<file path="src/rtl/fifo_rd_ctrl.sv">
// Read-domain controller for the asynchronous FIFO.
// Owns the binary/Gray read pointer, derives empty, almost-empty and fill
// level from the synchronized write pointer, and drives a registered RAM
// into a 2-entry output buffer that presents a valid/ready stream.
module fifo_rd_ctrl #(
  parameter int ADDRSIZE      = 4,
  parameter int DSIZE         = 8,
  parameter int AEMPTY_THRESH = 2
) (
  input  logic                rclk,
  input  logic                rrst_n,
  input  logic [ADDRSIZE:0]   rq2_wptr,
  output logic [ADDRSIZE:0]   rptr,
  output logic [ADDRSIZE-1:0] raddr,
  output logic                ren,
  input  logic [DSIZE-1:0]    rdata_mem,
  output logic [DSIZE-1:0]    rdata,
  output logic                rvalid,
  input  logic                rready,
  output logic                rempty,
  output logic                ralmost_empty,
  output logic [ADDRSIZE:0]   rlevel
);

  localparam int                PW        = ADDRSIZE + 1;
  localparam logic [ADDRSIZE:0] AE_THRESH = PW'(AEMPTY_THRESH);
  localparam logic [ADDRSIZE:0] FULL_LVL  = PW'(1 << ADDRSIZE);

  // Output buffer occupancy: empty, head only, head plus skid.
  typedef enum logic [1:0] {
    B0 = 2'd0,
    B1 = 2'd1,
    B2 = 2'd2
  } occ_e;

  function automatic logic [ADDRSIZE:0] bin2gray(input logic [ADDRSIZE:0] b);
    return (b >> 1) ^ b;
  endfunction

  function automatic logic [ADDRSIZE:0] gray2bin(input logic [ADDRSIZE:0] g);
    logic [ADDRSIZE:0] b;
    b[ADDRSIZE] = g[ADDRSIZE];
    for (int i = ADDRSIZE - 1; i >= 0; i--) begin
      b[i] = b[i+1] ^ g[i];
    end
    return b;
  endfunction

  // Pointer and flag state
  logic [ADDRSIZE:0] rbin_q;
  logic [ADDRSIZE:0] rptr_q;
  logic              rempty_q;
  logic              raempty_q;
  logic [ADDRSIZE:0] rlevel_q;

  // RAM read in flight: data lands on rdata_mem one cycle after ren
  logic              vld_p1_q;

  // Output buffer state
  occ_e              occ_q;
  logic              rvalid_q;
  logic [DSIZE-1:0]  head_q;
  logic [DSIZE-1:0]  skid_q;

  logic [ADDRSIZE:0] rbin_d;
  logic [ADDRSIZE:0] rgray_d;
  logic [ADDRSIZE:0] wbin;
  logic [ADDRSIZE:0] lvl_d;
  logic              arr;
  logic              pop;
  logic              buf_room;
  logic              skid_load;

  assign arr = vld_p1_q;
  assign pop = rvalid_q && rready;

  // Room exists when buffered plus in-flight words stay below two; a pop this
  // cycle frees a slot, which lets a full buffer keep streaming at one word per
  // cycle. The rready dependence is intentionally combinational.
  assign buf_room = (occ_q == B0) || ((occ_q == B1) && !vld_p1_q);
  assign ren      = !rempty_q && (buf_room || pop);

  assign rbin_d  = rbin_q + {{ADDRSIZE{1'b0}}, ren};
  assign rgray_d = bin2gray(rbin_d);
  assign wbin    = gray2bin(rq2_wptr);
  // Modular subtraction; a full RAM (2**ADDRSIZE) is still representable.
  assign lvl_d   = wbin - rbin_d;

  // Skid loads when an arrival cannot go to the head slot.
  assign skid_load = arr && (((occ_q == B1) && !pop) || ((occ_q == B2) && pop));

  assign raddr         = rbin_q[ADDRSIZE-1:0];
  assign rptr          = rptr_q;
  assign rempty        = rempty_q;
  assign ralmost_empty = raempty_q;
  assign rlevel        = rlevel_q;
  assign rvalid        = rvalid_q;
  assign rdata         = head_q;

  // Read pointer advance and flag/level update, evaluated against the
  // post-increment pointer so a read and a write-pointer change in the same
  // cycle are both reflected.
  always_ff @(posedge rclk or negedge rrst_n) begin
    if (!rrst_n) begin
      rbin_q    <= '0;
      rptr_q    <= '0;
      rempty_q  <= 1'b1;
      raempty_q <= 1'b1;
      rlevel_q  <= '0;
    end else begin
      rbin_q    <= rbin_d;
      rptr_q    <= rgray_d;
      rempty_q  <= (rgray_d == rq2_wptr);
      raempty_q <= (lvl_d <= AE_THRESH);
      rlevel_q  <= lvl_d;
    end
  end

  // RAM latency tracker: marks the cycle in which rdata_mem carries a word.
  always_ff @(posedge rclk or negedge rrst_n) begin
    if (!rrst_n) begin
      vld_p1_q <= 1'b0;
    end else begin
      vld_p1_q <= ren;
    end
  end

  // Output buffer FSM: head register drives the stream, skid holds the second
  // word when the consumer stalls.
  always_ff @(posedge rclk or negedge rrst_n) begin
    if (!rrst_n) begin
      occ_q    <= B0;
      rvalid_q <= 1'b0;
      head_q   <= '0;
    end else begin
      case (occ_q)
        B0: begin
          if (arr) begin
            head_q   <= rdata_mem;
            occ_q    <= B1;
            rvalid_q <= 1'b1;
          end
        end
        B1: begin
          if (arr && !pop) begin
            occ_q <= B2;
          end else if (!arr && pop) begin
            occ_q    <= B0;
            rvalid_q <= 1'b0;
          end else if (arr && pop) begin
            head_q <= rdata_mem;
          end
        end
        B2: begin
          if (pop) begin
            head_q <= skid_q;
            if (!arr) begin
              occ_q <= B1;
            end
          end
        end
        default: begin
          occ_q    <= B0;
          rvalid_q <= 1'b0;
        end
      endcase
    end
  end

  // Skid data register; contents only matter while occupancy is B2.
  always_ff @(posedge rclk) begin
    if (skid_load) begin
      skid_q <= rdata_mem;
    end
  end

`ifndef SYNTHESIS
  // Buffered plus in-flight words never exceed the two buffer slots.
  a_occ_bound: assert property (@(posedge rclk) disable iff (!rrst_n)
    !((occ_q == B2) && vld_p1_q));

  // Stream data holds while stalled.
  a_hold: assert property (@(posedge rclk) disable iff (!rrst_n)
    (rvalid_q && !rready) |=> $stable(head_q));

  // Level never exceeds the RAM depth.
  a_lvl_bound: assert property (@(posedge rclk) disable iff (!rrst_n)
    rlevel_q <= FULL_LVL);
`endif

endmodule

</file>
<file path="config.mk">
export PLATFORM = sky130hd
export DESIGN_NAME = fifo_rd_ctrl
export DESIGN_NICKNAME = d
export VERILOG_FILES = /design/src/rtl/fifo_rd_ctrl.sv
export SDC_FILE = /design/constraint.sdc
export NUM_CORES = 1
export LEC_CHECK = 0
export ABC_AREA = 1
export ABC_CLOCK_PERIOD_IN_PS = 3500
export CORE_UTILIZATION = 55
export CTS_CLUSTER_SIZE = 40
export DETAILED_ROUTE_END_ITERATION = 10
export DONT_BUFFER_PORTS = 1
export HOLD_SLACK_MARGIN = 0.12
export PLACE_DENSITY = 0.7
export SKIP_LAST_GASP = 1
export SLEW_MARGIN = 20
export SYNTH_ARGS = -nofsm -noshare
export SYNTH_HDL_FRONTEND = slang
export SYNTH_SLANG_ARGS = --single-unit
</file>
<file path="constraint.sdc">
create_clock -name rclk -period 3.5 [get_ports rclk]
set_input_delay 0.7 -clock rclk [delete_from_list [all_inputs] [get_ports rclk]]
set_output_delay 0.7 -clock rclk [all_outputs]
set_load 0.02 [all_outputs]
</file>
== Yosys cells after proc, flatten, opt, wreduce, memory -nomap -nowiden ==
Index checks and enable logic that the tools add are counted.
Word-level totals
  register bits: 37
  word-level logic and storage cells: 66
Cells by class
  $add $sub $neg: 2
  order comparisons: 1
  equality and inequality tests: 11
  muxes and demuxes: 16
  bitwise gates (word level): 6
  reduce and logical (&&, ||, !) cells: 20
Operator list (number)
  two-way mux 8 bit: 5
  case mux 8 bit (3 select lines): 1
  two-way mux 2 bit: 5
  inequality test 2 bit (second input constant): 5
  logical AND 1 bit: 9
  AND reduction 4 bit: 2
  case mux 2 bit (3 select lines): 1
  AND reduction 6 bit: 1
  adder 5 x 1 -> 5 bit: 1
  equality test 5 bit: 1
  <= comparator 5 x 2 -> 1 bit (second input constant): 1
  subtractor 5 bit: 1
  bitwise XOR 4 x 5 -> 5 bit: 1
  inequality test 2 x 1 -> 1 bit (second input constant): 2
  bitwise XOR 1 bit: 4
  zero test 1 bit: 3
  logical OR 1 bit: 3
  two-way mux 1 bit: 3
  inequality test 3 x 1 -> 1 bit (second input constant): 1
  case mux 1 bit (3 select lines): 1
  nonzero test 3 bit: 1
  equality test 2 x 1 -> 1 bit (second input constant): 1
  equality test 2 bit (second input constant): 1
  zero test 2 bit: 1
  NOT 1 bit: 1

== Longest topological paths before layout ==
  depth in word-level cells: 8
  gate-level depth with buffers: 19
  gate-level depth less buffers: 19

== Least setup slack after synthesis ==
No wires, ideal clock.
  kind: input-to-reg
  start: in rready
  end: reg raempty_q, in the netlist ralmost_empty
  data arrival time: 2.818 ns
  required time: 3.436 ns
  setup slack: 0.618 ns
  stages on the path: 17
  path through: nand2_1 > nand2_1 > a21oi_1 > nor2_1 > ha_1 > ha_1 > inv_1 > ha_1 > nand2_1 > nand2_1 > nand2_1 > nand2_1 > xnor2_1 > nand2_1 > nand2_1 > nand2_1 > nor2_2
On the way
  longest elaborated chain between the ends: 6
Ends and longest elaborated chain
  from (decl): line 19  | input logic rready,
  logical AND 1 bit: line 75  | assign pop = rvalid_q && rready;
  logical OR 1 bit: line 81  | assign ren = !rempty_q && (buf_room || pop);
  logical AND 1 bit: line 81
  named net ren: line 15  | output logic ren,
  adder 5 x 1 -> 5 bit: line 83  | assign rbin_d = rbin_q + {{ADDRSIZE{1'b0}}, ren};
  named net rbin_d[1]: line 65  | logic [ADDRSIZE:0] rbin_d;
  subtractor 5 bit: line 87  | assign lvl_d = wbin - rbin_d;
  <= comparator 5 x 2 -> 1 bit: line 114  | raempty_q <= (lvl_d <= AE_THRESH);
  to (signal assigned): line 114
  to (decl): line 53  | logic raempty_q;
The timed path passes the listed nets, and every way through them passes these cells.
A chain may end at the register's enable or synchronous reset.

== Worst setup path in the final report ==
  start: reg rvalid_q, in the netlist rvalid
  end: reg raempty_q, in the netlist ralmost_empty
On the way
  longest elaborated chain between the ends: 6
Ends and longest elaborated chain
  from (decl): line 61  | logic rvalid_q;
  from (signal assigned): line 133  | rvalid_q <= 1'b0;
  from (signal assigned): line 141  | rvalid_q <= 1'b1;
  from (signal assigned): line 149  | rvalid_q <= 1'b0;
  logical AND 1 bit: line 75
  logical OR 1 bit: line 81
  logical AND 1 bit: line 81
  named net ren: line 15
  adder 5 x 1 -> 5 bit: line 83
  named net rbin_d[1]: line 65
  subtractor 5 bit: line 87
  <= comparator 5 x 2 -> 1 bit: line 114
The timed path passes the listed nets, and every way through them passes these cells.

==> flow_summary.ini <==
[timing]
max_slew_margin_pct = 67.06
slew_violations = 0
setup-violations-final = 0
setup_tns_ps = 0
rsz0062_at_grt = false
fin_crit_ps = 2989
fin_crit_sh_pct = 85.40
skew_ps = 12.96
clock.fmax_mhz = 334.6
worstMarginPinSlew_ps = 492.3
hold_viol = 0

[clock_network]
cts_made_buffers = 5
post_cts_buffers = 0
clockBufferDepth = 2
cts_root_buffer = clkbuf_4
cts_sinks = 36
clkLatencyLatePin_ps = 340
htree_levels = 2
path_clk_slew_ps = 110
cts_tree = built

[job]
drv_cap = 0

[yosys]
yosys_warnings = 0
synth_nets = 213
synth_cells = 190
avgSynthCellArea_um2 = 9.516
yosysSeqAreaShare_pct = 52.18
synthDistinctLibCells = 31
syn_area_um2 = 1808
synth_seq_cells = 36

[critical_path]
crit_type = reg2reg
crit_fanout = 6
cp-start-kind = register
crit_path_max_incr_delay_ps = 490
ff2ff_path_depth = 17
cpMaxStageDelayCell = dfrtp_1
worstPathCellList = nand2_1 -> nand2_1 -> a21oi_1 -> nor2_1 -> ha_1 -> ha_1 -> inv_1 -> ha_1 -> nand2_1 -> nand2_1 -> nand2_1 -> nand2_1 -> xnor2_1 -> nand2_1 -> nand2_1 -> nand2_1 -> nor2_2
arrival_ps = 3280
cp_common_cell = nand2_1
reg2reg_from = rvalid
reg2reg_slack_ps = 510
crit_required_ps = 3790
end_kind = register
crit_buf_inv = 1
path_delay_family = simple AND/OR/NAND/NOR gates
r2r_end = ralmost_empty

[grt]
grt_pass1_wl_um = 5278
grt_usage_pct = 21.30
grt_pass1_vias = 1218
grt-ovfl-total = 0
grt_max_degree = 27
antenna_found_initial = 0

[floorplan]
core-area_um2 = 3078
pin_count = 42
start_util_pct = 58.74
die_h_um = 59.34
rows = 20
die_w_um = 59.34
design.die.area_um2 = 3521

[finish]
stdcell_count = 242
final-seq-area_um2 = 943.4
final_cell_mix = 47 x nand2_1, 26 x dfrtp_1, 21 x inv_1
fin_util_pct = 62.97
fillerInstances = 269
multi_input_area_um2 = 762.0
syn2layout_area_growth_pct = 7.197
final_common_cell = nand2_1
nets = 220
diodes = 0
layout-drive-gt1-share_pct = 15.15

[route]
antenna_left = 0
vias_per_cell = 5.157
wire_per_inst_um = 13.38
drt_wl_total_um = 3237
drtIter0Drc = 39
vias = 1248
drc = 0
firstDrtPassIters = 5

[hold_path]
hp-class = in2async

[outcome]
run_status = finished clean

[place]
gp_congestion = 0.9133
dp.final_hpwl_um = 2415
placedCellCount = 233
port_buffers = 0
-- logic make-up (layout without fill, tap and decap cells) --
group | after synthesis | count (layout) | synth area share [%]
xor gates and xnor gates | 13 | 13 | 8.167
DFF | 36 | 36 | 52.18
and+or+nand+nor | 90 | 90 | 22.98
adders and majority gates | 7 | 7 | 5.259
AOI/OAI and AO/OA | 17 | 17 | 5.744
buffers and inverters | 27 | 35 | 5.674
-- metrics by stage --
stage	area [um^2]	hold slack (ps)	worst slack (ps)
floorplan	1808	404.4	618.5
global placement	1862	405.0	442.1
detailed placement	1862	405.0	380.0
CTS	1938	147.4	517.0
global route	1938	135.1	223.9
finish	1938	158.1	510.9
-- sequential cells by signal, indices dropped and copies added (netlist names) --
register and flops:
rdata 8, skid_q 8, rbin_q 5, rlevel 5, rptr 4, occ_q 2
arr 1, ralmost_empty 1, rempty 1, rvalid 1
-- worst register-to-register path: cells and delay by family (launching register included) --
| family | cells | cell delay, ps |
|---|---|---|
| AO/OA/AOI/OAI | 1 | 50 |
| XOR/XNOR | 1 | 140 |
| adder cells (fa/ha/maj) | 3 | 880 |
| buffers and inverters | 1 | 160 |
| flip-flops | 1 | 490 |
| AND/OR/NAND/NOR | 11 | 1210 |
-- timing repair --
| item | 4_1_cts | 5_1_grt |
|---|---|---|
| endpoints found under the hold margin | 26 | 0 |
| endpoints found under the setup margin | 0 | 0 |
| hold buffers | 1 | 0 |
| resized for setup | 0 | 0 |
-- area by class of cell --
type	instances	share of cell area [%]
Tap cell	44	2.841
Clock inverter	3	0.9684
Sequential cell	36	48.68
Inverter	25	4.842
Timing Repair Buffer	2	1.420
Multi-Input combinational cell	127	39.32
Clock buffer	5	1.937
-- metal layers --
layer  up-vias  global-route usage [%]  wire length (um)
met5         -                       0                 0
met4         0                   11.22                69
met3         5                   7.642               262
met2        38                   35.31              1616
met1       579                   23.93              1288
li1        626                       -                 -
-- cells in the mapped netlist (all sizes together) --
library cell	n	area share, %
inv	25	5.2
o21bai	1	0.42
o31ai	1	0.42
nand2	54	12
edfxtp	8	13
a21oi	2	0.55
dfrtp	26	36
o21ai	4	1.1
o2bb2ai	1	0.48
nor3	2	0.55
nor2	17	4.2
nand3b	1	0.42
ha	6	4.2
xnor2	3	2.5
fa	1	1.1
nand3	13	4.3
dfstp	2	2.9
xor2	10	5.7
a31oi	8	2.8
clkbuf	1	0.21
nand4	3	1.0
buf	1	0.28
-- worst max-delay path by stage --
stage | from | endpoint | slack (ps) | cells past startpoint
5_1_grt | rvalid | ralmost_empty | 220 | 17
4_1_cts | rvalid | ralmost_empty | 520 | 17
3_3_place_gp | rready | ralmost_empty | 440 | 13
2_1_floorplan | rready | ralmost_empty | 620 | 17
3_5_place_dp | rready | ralmost_empty | 380 | 17
6_report | rvalid | ralmost_empty | 510 | 17
Power is left out: the tool's default activity adds up to more than one toggle a clock period on the data nets, which glitch-free logic cannot reach.
